<file path="config.mk">
export PLATFORM = sky130hd
export DESIGN_NAME = cpu_datapath_seq_flat
export DESIGN_NICKNAME = d
export VERILOG_FILES = /design/src/rtl/cpu_datapath_seq_pkg.sv /design/src/rtl/cpu_datapath_seq_if.sv /design/src/rtl/cpu_alu.sv /design/src/rtl/cpu_datapath_seq.sv /design/src/flat_wrapper.sv
export SDC_FILE = /design/constraint.sdc
export NUM_CORES = 1
export LEC_CHECK = 0
export ABC_CLOCK_PERIOD_IN_PS = 4900
export CAP_MARGIN = 20
export CORE_MARGIN = 4
export CORE_UTILIZATION = 51
export CTS_BUF_LIST = sky130_fd_sc_hd__clkbuf_2 sky130_fd_sc_hd__clkbuf_4 sky130_fd_sc_hd__clkbuf_8
export DETAILED_ROUTE_END_ITERATION = 12
export PLACE_DENSITY = 0.95
export SYNTH_ARGS = -nofsm -noshare
export SYNTH_HDL_FRONTEND = slang
export SYNTH_SLANG_ARGS = --single-unit
</file>
<file path="constraint.sdc">
create_clock -name clock -period 4.9 [get_ports clock]
set_input_delay 1.225 -clock clock [delete_from_list [all_inputs] [get_ports clock]]
set_output_delay 1.225 -clock clock [all_outputs]
set_load 0.05 [all_outputs]
</file>
<file path="src/rtl/cpu_datapath_seq_pkg.sv">
// -----------------------------------------------------------------------------
// cpu_pkg : shared definitions for the control-ROM execution datapath.
//   - ALU operation codes (ALU_ADD .. ALU_OP7)
//   - Bit positions of the flags inside the 4-bit NZVC vector
//   - Default data / address widths
// Optional feature macro CPU_DATAPATH_ADC_EN changes the meaning of ALU_OP6 and
// ALU_OP7 (see cpu_alu); the codes themselves do not change.
// -----------------------------------------------------------------------------
package cpu_pkg;

    localparam int CPU_DATA_W = 4;
    localparam int CPU_ADDR_W = 8;

    typedef logic [2:0] alu_op_t;

    localparam alu_op_t ALU_ADD = 3'd0;
    localparam alu_op_t ALU_SUB = 3'd1;
    localparam alu_op_t ALU_AND = 3'd2;
    localparam alu_op_t ALU_OR  = 3'd3;
    localparam alu_op_t ALU_XOR = 3'd4;
    localparam alu_op_t ALU_NOT = 3'd5;
    localparam alu_op_t ALU_OP6 = 3'd6;  // pass B, or ADC with CPU_DATAPATH_ADC_EN
    localparam alu_op_t ALU_OP7 = 3'd7;  // zero,   or SBC with CPU_DATAPATH_ADC_EN

    localparam int FLAG_N = 3;
    localparam int FLAG_Z = 2;
    localparam int FLAG_V = 1;
    localparam int FLAG_C = 0;

endpackage

</file>
<file path="src/rtl/cpu_datapath_seq_if.sv">
// -----------------------------------------------------------------------------
// cpu_datapath_seq_if : control word, RAM bus and architectural outputs of the
// execution datapath, bundled into one interface.
//   master : drives the control word (run, ALUop, PCincr, Aload, Bload, Asel,
//            RAMwrite, imm, jump_addr) and RAM read data (ram_rdata);
//            observes PC, NZVC, A, ram_addr, ram_wdata, ram_we, halted.
//   slave  : the datapath itself (directions reversed).
// -----------------------------------------------------------------------------
interface cpu_datapath_seq_if #(
    parameter int DATA_W = 4,
    parameter int ADDR_W = 8
);
    logic              run;
    logic [2:0]        ALUop;
    logic              PCincr;
    logic              Aload;
    logic              Bload;
    logic              Asel;
    logic              RAMwrite;
    logic [DATA_W-1:0] imm;
    logic [ADDR_W-1:0] jump_addr;
    logic [DATA_W-1:0] ram_rdata;

    logic [ADDR_W-1:0] PC;
    logic [3:0]        NZVC;
    logic [DATA_W-1:0] A;
    logic [ADDR_W-1:0] ram_addr;
    logic [DATA_W-1:0] ram_wdata;
    logic              ram_we;
    logic              halted;

    modport master (
        output run, ALUop, PCincr, Aload, Bload, Asel, RAMwrite, imm, jump_addr, ram_rdata,
        input  PC, NZVC, A, ram_addr, ram_wdata, ram_we, halted
    );

    modport slave (
        input  run, ALUop, PCincr, Aload, Bload, Asel, RAMwrite, imm, jump_addr, ram_rdata,
        output PC, NZVC, A, ram_addr, ram_wdata, ram_we, halted
    );
endinterface

</file>
<file path="src/rtl/cpu_alu.sv">
// -----------------------------------------------------------------------------
// cpu_alu : purely combinational ALU for the execution datapath.
// Ports:
//   i_a, i_b   operands (DATA_W)
//   i_op       operation code (cpu_pkg ALU_*)
//   i_cin      current C flag (only consumed by ADC/SBC)
//   o_result   result truncated to DATA_W
//   o_n/o_z/o_v/o_c  flags for the result
// Macro CPU_DATAPATH_ADC_EN: op 6 = ADC (A+B+C), op 7 = SBC (A-B-~C).
// Without it: op 6 = pass B, op 7 = zero.
// -----------------------------------------------------------------------------
module cpu_alu
    import cpu_pkg::*;
#(
    parameter int DATA_W = CPU_DATA_W
) (
    input  logic [DATA_W-1:0] i_a,
    input  logic [DATA_W-1:0] i_b,
    input  alu_op_t           i_op,
    input  logic              i_cin,
    output logic [DATA_W-1:0] o_result,
    output logic              o_n,
    output logic              o_z,
    output logic              o_v,
    output logic              o_c
);
    // Every arithmetic op is one adder: A + (B or ~B) + carry_in.
    // Subtraction uses ~B with carry_in=1, so carry out means "no borrow".
    logic              w_is_arith;
    logic              w_is_sub;
    logic              w_carry_in;
    logic [DATA_W-1:0] w_b_eff;
    logic [DATA_W:0]   w_sum;

`ifndef CPU_DATAPATH_ADC_EN
    logic w_unused_cin;
    assign w_unused_cin = i_cin;
`endif

    always_comb begin
        w_is_arith = 1'b0;
        w_is_sub   = 1'b0;
        w_carry_in = 1'b0;
        case (i_op)
            ALU_ADD: begin w_is_arith = 1'b1; end
            ALU_SUB: begin w_is_arith = 1'b1; w_is_sub = 1'b1; w_carry_in = 1'b1; end
`ifdef CPU_DATAPATH_ADC_EN
            ALU_OP6: begin w_is_arith = 1'b1; w_carry_in = i_cin; end
            // A - B - ~C == A + ~B + C
            ALU_OP7: begin w_is_arith = 1'b1; w_is_sub = 1'b1; w_carry_in = i_cin; end
`endif
            default: ;
        endcase

        w_b_eff = w_is_sub ? ~i_b : i_b;
        w_sum   = {1'b0, i_a} + {1'b0, w_b_eff} + {{DATA_W{1'b0}}, w_carry_in};

        o_result = '0;
        o_v      = 1'b0;
        o_c      = 1'b0;
        if (w_is_arith) begin
            o_result = w_sum[DATA_W-1:0];
            o_c      = w_sum[DATA_W];
            // Signed overflow: operands of equal sign giving a result of the other sign.
            o_v      = (i_a[DATA_W-1] == w_b_eff[DATA_W-1]) &&
                       (w_sum[DATA_W-1] != i_a[DATA_W-1]);
        end else begin
            case (i_op)
                ALU_AND: o_result = i_a & i_b;
                ALU_OR:  o_result = i_a | i_b;
                ALU_XOR: o_result = i_a ^ i_b;
                ALU_NOT: o_result = ~i_a;
                ALU_OP6: o_result = i_b;
                default: o_result = '0;
            endcase
        end

        o_n = o_result[DATA_W-1];
        o_z = (o_result == '0);
    end
endmodule

</file>
<file path="src/rtl/cpu_datapath_seq.sv">
// -----------------------------------------------------------------------------
// cpu_datapath_seq : execution end of the control-ROM CPU. Consumes one control
// word per clock and holds the architectural state A, B, PC, NZVC and halted.
// Ports:
//   clock   rising-edge clock
//   reset   asynchronous, active-low reset
//   bus     cpu_datapath_seq_if.slave (control word in, RAM bus and state out)
// A clock edge with run=1 and halted=0 is a step; otherwise nothing changes.
// A step that jumps to its own PC executes once and then sets the sticky halt.
// Macro CPU_DATAPATH_ADC_EN (in cpu_alu) turns ALU ops 6/7 into ADC/SBC.
// -----------------------------------------------------------------------------
module cpu_datapath_seq
    import cpu_pkg::*;
#(
    parameter int DATA_W = CPU_DATA_W,
    parameter int ADDR_W = CPU_ADDR_W
) (
    input  logic               clock,
    input  logic               reset,
    cpu_datapath_seq_if.slave  bus
);
    logic [ADDR_W-1:0] r_pc;
    logic [DATA_W-1:0] r_a;
    logic [DATA_W-1:0] r_b;
    logic [3:0]        r_nzvc;
    logic              r_halted;

    logic              w_step;
    logic              w_halt_hit;
    logic [ADDR_W-1:0] w_pc_next;
    logic [DATA_W-1:0] w_a_next;
    logic [3:0]        w_flags_next;
    logic [DATA_W-1:0] w_alu_result;
    logic              w_alu_n;
    logic              w_alu_z;
    logic              w_alu_v;
    logic              w_alu_c;

    cpu_alu #(.DATA_W(DATA_W)) u_alu (
        .i_a      (r_a),
        .i_b      (r_b),
        .i_op     (bus.ALUop),
        .i_cin    (r_nzvc[FLAG_C]),
        .o_result (w_alu_result),
        .o_n      (w_alu_n),
        .o_z      (w_alu_z),
        .o_v      (w_alu_v),
        .o_c      (w_alu_c)
    );

    always_comb begin
        w_step     = bus.run & ~r_halted;
        w_pc_next  = bus.PCincr ? (r_pc + ADDR_W'(1)) : bus.jump_addr;
        w_halt_hit = w_step & ~bus.PCincr & (bus.jump_addr == r_pc);

        w_a_next     = w_alu_result;
        w_flags_next = '0;
        if (bus.Asel) begin
            // Loading from RAM: N/Z describe the loaded value, V/C are cleared.
            w_a_next             = bus.ram_rdata;
            w_flags_next[FLAG_N] = bus.ram_rdata[DATA_W-1];
            w_flags_next[FLAG_Z] = (bus.ram_rdata == '0);
        end else begin
            w_flags_next[FLAG_N] = w_alu_n;
            w_flags_next[FLAG_Z] = w_alu_z;
            w_flags_next[FLAG_V] = w_alu_v;
            w_flags_next[FLAG_C] = w_alu_c;
        end
    end

    // Aload and Bload in the same step both see pre-edge A/B, since the ALU
    // reads the registers and B only updates at the edge.
    always_ff @(posedge clock or negedge reset) begin
        if (!reset) begin
            r_pc     <= '0;
            r_a      <= '0;
            r_b      <= '0;
            r_nzvc   <= '0;
            r_halted <= 1'b0;
        end else if (w_step) begin
            r_pc <= w_pc_next;
            if (bus.Aload) begin
                r_a    <= w_a_next;
                r_nzvc <= w_flags_next;
            end
            if (bus.Bload) begin
                r_b <= bus.imm;
            end
            if (w_halt_hit) begin
                r_halted <= 1'b1;
            end
        end
    end

    assign bus.PC        = r_pc;
    assign bus.NZVC      = r_nzvc;
    assign bus.A         = r_a;
    assign bus.ram_addr  = bus.jump_addr;
    assign bus.ram_wdata = r_a;
    assign bus.ram_we    = bus.RAMwrite & w_step;
    assign bus.halted    = r_halted;
endmodule

</file>
<file path="src/flat_wrapper.sv">
// flat-port wrapper written by rule: the top's interface ports become plain ports
module cpu_datapath_seq_flat import cpu_pkg::*;
#(
    parameter int DATA_W = CPU_DATA_W,
    parameter int ADDR_W = CPU_ADDR_W
)
  (clock, reset, bus_run, bus_ALUop, bus_PCincr, bus_Aload, bus_Bload, bus_Asel, bus_RAMwrite, bus_imm, bus_jump_addr, bus_ram_rdata, bus_PC, bus_NZVC, bus_A, bus_ram_addr, bus_ram_wdata, bus_ram_we, bus_halted);
  cpu_datapath_seq_if #(.DATA_W(DATA_W), .ADDR_W(ADDR_W)) bus_i ();
  input  logic clock;
  input  logic reset;
  input wire logic [$bits(bus_i.run)-1:0] bus_run;
  input wire logic [$bits(bus_i.ALUop)-1:0] bus_ALUop;
  input wire logic [$bits(bus_i.PCincr)-1:0] bus_PCincr;
  input wire logic [$bits(bus_i.Aload)-1:0] bus_Aload;
  input wire logic [$bits(bus_i.Bload)-1:0] bus_Bload;
  input wire logic [$bits(bus_i.Asel)-1:0] bus_Asel;
  input wire logic [$bits(bus_i.RAMwrite)-1:0] bus_RAMwrite;
  input wire logic [$bits(bus_i.imm)-1:0] bus_imm;
  input wire logic [$bits(bus_i.jump_addr)-1:0] bus_jump_addr;
  input wire logic [$bits(bus_i.ram_rdata)-1:0] bus_ram_rdata;
  output wire logic [$bits(bus_i.PC)-1:0] bus_PC;
  output wire logic [$bits(bus_i.NZVC)-1:0] bus_NZVC;
  output wire logic [$bits(bus_i.A)-1:0] bus_A;
  output wire logic [$bits(bus_i.ram_addr)-1:0] bus_ram_addr;
  output wire logic [$bits(bus_i.ram_wdata)-1:0] bus_ram_wdata;
  output wire logic [$bits(bus_i.ram_we)-1:0] bus_ram_we;
  output wire logic [$bits(bus_i.halted)-1:0] bus_halted;
  assign bus_i.run = bus_run;
  assign bus_i.ALUop = bus_ALUop;
  assign bus_i.PCincr = bus_PCincr;
  assign bus_i.Aload = bus_Aload;
  assign bus_i.Bload = bus_Bload;
  assign bus_i.Asel = bus_Asel;
  assign bus_i.RAMwrite = bus_RAMwrite;
  assign bus_i.imm = bus_imm;
  assign bus_i.jump_addr = bus_jump_addr;
  assign bus_i.ram_rdata = bus_ram_rdata;
  assign bus_PC = bus_i.PC;
  assign bus_NZVC = bus_i.NZVC;
  assign bus_A = bus_i.A;
  assign bus_ram_addr = bus_i.ram_addr;
  assign bus_ram_wdata = bus_i.ram_wdata;
  assign bus_ram_we = bus_i.ram_we;
  assign bus_halted = bus_i.halted;
  cpu_datapath_seq #(.DATA_W(DATA_W), .ADDR_W(ADDR_W)) u_core (.clock(clock), .reset(reset), .bus(bus_i));
endmodule
</file>
# After elaboration in Yosys (flattened, before gate mapping)
# Index checks and enable logic that the tools add are counted.
# totals
out_inout_bits	30
inputBits	27
reg_bits	21
# classes
n_bitwise	11
n_addsub	3
mux	11
n_reduce_logical	8
eq_ne	9
# op_table
cell	count
$pmux 4 s5	1
$mux 4	3
$eq 3x3->1 const B	3
$add 8x1->8 const B	1
$eq 8x8->1	1
$logic_not 4->1	2
$mux 8	1
$not 4->4	2
$eq 3x2->1 const B	2
$reduce_and 2->1	3
$add 4x4->5	1
$add 5x1->5	1
$and 1x1->1	4
$and 4x4->4	1
$mux 1	4
$mux 2	2
$or 4x4->4	1
$xor 4x4->4	1
$eq 3x1->1 const B	1
$logic_not 3->1	1
$not 1->1	2
$reduce_or 2->1	1
$eq 1x1->1	1
$logic_and 1x1->1	1
$ne 1x1->1	1

# Depth between registers and ports, before layout
# depth
word_depth	9
ltp_mapped	9

# Hierarchy
# A second synthesis with hierarchy kept.
# hier_totals
cells_unflattened	209
hier_area_um2	1825.5
# by_module_without_submodules
module	area_each_um2	instances	cells_per_inst
cpu_datapath_seq	1252.5	1	131
cpu_alu	573.0	1	78

# Worst setup path before layout
# Ideal clock, no wire load.
# synth_path
kind	input-to-output
startpoint	input port bus_run
endpoint	output port bus_ram_we
arrival_ps	2422
n_path_buf	2
path_stages	4
setup_slack_ps	1253
path_cell_list	nor2b_1 clkbuf_1 clkbuf_1 and2_1
# synth_via
elab_chain_cells	2
# synth_lines
item	line	source
start: declaration	flat_wrapper.sv:11	input wire logic [$bits(bus_i.run)-1:0] bus_run;
$and 1x1->1	cpu_datapath_seq.sv:52	w_step = bus.run & ~r_halted;
$and 1x1->1	cpu_datapath_seq.sv:100	assign bus.ram_we = bus.RAMwrite & w_step;
end: declaration	flat_wrapper.sv:26	output wire logic [$bits(bus_i.ram_we)-1:0] bus_ram_we;
# Every way passes these cells.

# Worst setup path in the final report
# layout_path
startpoint	input port bus_jump_addr[5]
endpoint	output port bus_ram_addr[5]
# layout_lines
item	line	source
start: declaration	flat_wrapper.sv:19	input wire logic [$bits(bus_i.jump_addr)-1:0] bus_jump_addr;
end: declaration	flat_wrapper.sv:24	output wire logic [$bits(bus_i.ram_addr)-1:0] bus_ram_addr;
# No word-level cell between the ends.

==> impl_metrics.json <==
{
  "cts_tree": "done",
  "clk_latency_ns": 0.31,
  "crit_slowest_cell": "clkdlybuf4s50_1",
  "cts_resized": 0,
  "finalNonFillerCells": 274,
  "reg2reg_from": "u_core.r_b[0]",
  "max_stage_delay_ns": 0.83,
  "critPathLaunch": "bus_jump_addr[5]",
  "start_util_pct": 54.4,
  "synthesis.area_sq_um": 1700,
  "timing.setup.tns_ns": 0,
  "cp-start-kind": "input port",
  "period_minus_slack_ns": 3.81,
  "final_nets": 271,
  "clockBufferDepth": 2,
  "io_buffers": 56,
  "cp.buffers_inverters": 2,
  "multi_input_area_sq_um": 1000,
  "viasPerCell": 5.61,
  "std_cell_rows": 20,
  "finClkSkew_ns": 0.0150,
  "p_leak_nw": 0.951,
  "antenna_found_initial": 0,
  "syn_avg_cell_area_sq_um": 8.96,
  "end_kind": "output pin",
  "min_path_type": "reg2reg",
  "rsz0062_at_grt": "no",
  "pre_cts_ws_ns": 0.930,
  "dieArea_sq_um": 4320,
  "cp_max_fo": 3,
  "synth.distinct_cells": 42,
  "status": "finished, final reports clean",
  "hold_buffers": 0,
  "synth_seq_cells": 20,
  "min_from": "u_core.bus.NZVC[0]",
  "dr.pass1.iters": 4,
  "maxSlewHeadroom_pct": 40.8,
  "die_x_um": 65.8,
  "grt_max_degree": 22,
  "fill_cells": 230,
  "die_height_um": 65.8,
  "gp_congestion": 0.922,
  "syn_inst": 190,
  "cp.arrival_ns": 2.59,
  "fin_ws_ns": 1.09,
  "ys_seq_area_share_pct": 29.4,
  "post_cts_buffers": 0,
  "hold_slack_ns": 0.498,
  "cpMostUsedCell": "clkdlybuf4s50_1",
  "drc": 0,
  "coreArea_sq_um": 3130,
  "critical-path-top-delay-family": "buffers and inverters",
  "ant_nets": 0,
  "dpl_cell_area_sq_um": 2190,
  "setup_viol": 0,
  "ys_warn_count": 0,
  "drive_above_1_share_pct": 7.83,
  "grt.overflow.total": 0,
  "first_global_vias": 1443,
  "cts_root_buf": "clkbuf_4",
  "fmax_ghz": 0.262,
  "grt_pass1_wl_mm": 6.87,
  "placed_cells": 270,
  "final_hold_viol_count": 0,
  "required_ns": 3.67,
  "n_antenna_cell": 0,
  "maxCapViolations": 0,
  "dr_total_vias": 1538,
  "tightestPinTransition_ns": 0.886,
  "cts-buffers-inserted": 3,
  "grt_use_total_pct": 20.0,
  "finalWirelength_mm": 4.08,
  "io_pins": 57,
  "wl_per_cell_um": 14.9,
  "dr.first_iter.drc_count": 143,
  "dp_hpwl_mm": 3.26,
  "final_area_sq_um": 2240,
  "htree_levels": 1,
  "fin_crit_sh_pct": 77.8,
  "cellPowerDensity_nw_per_um2": 507,
  "cts_num_sinks": 20,
  "syn_nets": 230,
  "path_clk_slew_ns": 0.13,
  "area_delta_synth_final_pct": 31.6,
  "ir_worst_vdd_mv": 0.327,
  "cp_cell_sequence": "clkdlybuf4s50_1 -> clkdlybuf4s50_1",
  "crit_type": "in2out",
  "seqCellArea_sq_um": 500,
  "finalMaxSlewViolations": 0
}
## where the power goes
part           switching, W  internal, W
Sequential        0.0000858     0.000217
Combinational      0.000421     0.000276
Clock             0.0000527    0.0000827
## through the flow
step | util (%) | total power [W]
6_report | 71.6 | 0.00113
5_1_grt | 71.6 | 0.00122
4_1_cts | 71.6 | 0.00114
3_5_place_dp | 69.9 | 0.00100
3_3_place_gp | 69.9 | 0.000976
2_1_floorplan | - | 0.000793
## Yosys cell counts
cell type	count	area, sq um
and3_1	4	25.0
and2_1	3	18.8
a21boi_0	1	7.51
buf_2	1	5.00
a31o_1	1	8.76
a21o_1	2	15.0
nand4_1	1	6.26
buf_6	2	22.5
o2111ai_1	1	8.76
nor3_1	3	15.0
nand3_1	11	55.1
and3b_1	1	8.76
mux2i_1	4	40.0
o21ai_0	11	55.1
xnor2_1	11	96.3
nand2_1	11	41.3
mux2_2	8	90.1
a211oi_1	3	22.5
a221oi_2	1	15.0
a21oi_1	11	55.1
o211ai_1	2	15.0
fa_1	1	20.0
or3_1	1	6.26
nand2b_1	3	18.8
a32o_1	1	10.0
a221oi_1	1	8.76
nor2b_1	2	12.5
a2bb2oi_1	1	8.76
clkbuf_1	4	15.0
buf_4	15	113
o31ai_1	3	22.5
nor3b_4	1	18.8
nor2_1	6	22.5
o22ai_1	7	43.8
nand3b_1	1	7.51
xor2_1	2	17.5
a31o_2	1	8.76
ha_1	12	150
dfrtp_1	20	500
a41o_1	1	10.0
inv_1	12	45.0
or4_1	2	15.0
## layout by cell type (no fill, tap or decap), types with 2 or more instances in the layout
cell type	instances
a211oi_1	3
nand2_1	11
nand2b_1	3
nor3_1	3
a21o_1	2
inv_1	12
nor2b_1	2
buf_4	2
xor2_1	2
dfrtp_1	20
o22ai_1	7
and2_1	3
xnor2_1	11
mux2i_1	4
o21ai_0	11
clkdlybuf4s50_1	55
mux2_2	8
o31ai_1	3
o211ai_1	2
and3_1	4
ha_1	12
nand3_1	11
nor2_1	6
clkbuf_4	3
a21oi_1	11
or4_1	2
## sequential cells by signal (all words and copies together) (netlist names)
name               cells
u_core.bus.PC          8
u_core.bus.NZVC        4
u_core.r_b             4
u_core.bus.A           3
u_core.bus.halted      1
## worst register-to-register path: cells and delay by family, from the launching register on
| kind | cells | cell delay (ns) |
|---|---|---|
| DFF | 1 | 0.45 |
| muxes | 1 | 0.35 |
| xor gates and xnor gates | 1 | 0.19 |
| adders and majority gates | 1 | 0.41 |
| AOI/OAI and AO/OA | 4 | 0.82 |
| buffers and inverters | 1 | 0.13 |
## final cells by class
class | instances | area share [%]
clock buffer | 3 | 1.01
clock inverter | 1 | 1.34
inverter | 12 | 2.01
multi-input combinational | 136 | 44.7
sequential | 20 | 22.3
tap | 44 | 2.46
timing repair buffer | 58 | 26.1
## per-layer routing
layer	share of wire, %	wire (um)	global-route usage [%]	up-vias
li1	-	-	-	746
met1	44	1790	26.7	727
met2	50	2030	33.5	59
met3	5.3	216	3.42	6
met4	1.2	50	4.66	0
met5	0	0	0	-
## final timing paths
kind,slack (ns),end,cells past startpoint
worst max-delay path,1.09,bus_ram_addr[5],2
worst min-delay path,0.50,u_core.bus.NZVC[0],2
worst max register to register,2.50,u_core.bus.NZVC[2],8
worst min register to register,0.50,u_core.bus.NZVC[0],2
max in group asynchronous,2.94,u_core.r_b[1],1
min in group asynchronous,1.40,u_core.bus.PC[6],1
## cell families (layout without fill, tap and decap cells)
logic type      Yosys count  in the layout  share of synthesized area, %
buf+inv                  34             74                          11.8
compound gates           48             48                          18.5
flops                    20             20                          29.4
fa+ha+maj                13             13                          10.0
xor+xnor                 13             13                          6.69
mux                      12             12                          7.65
simple gates             50             50                          16.0
No activity file was read; power rests on OpenSTA's default activity.
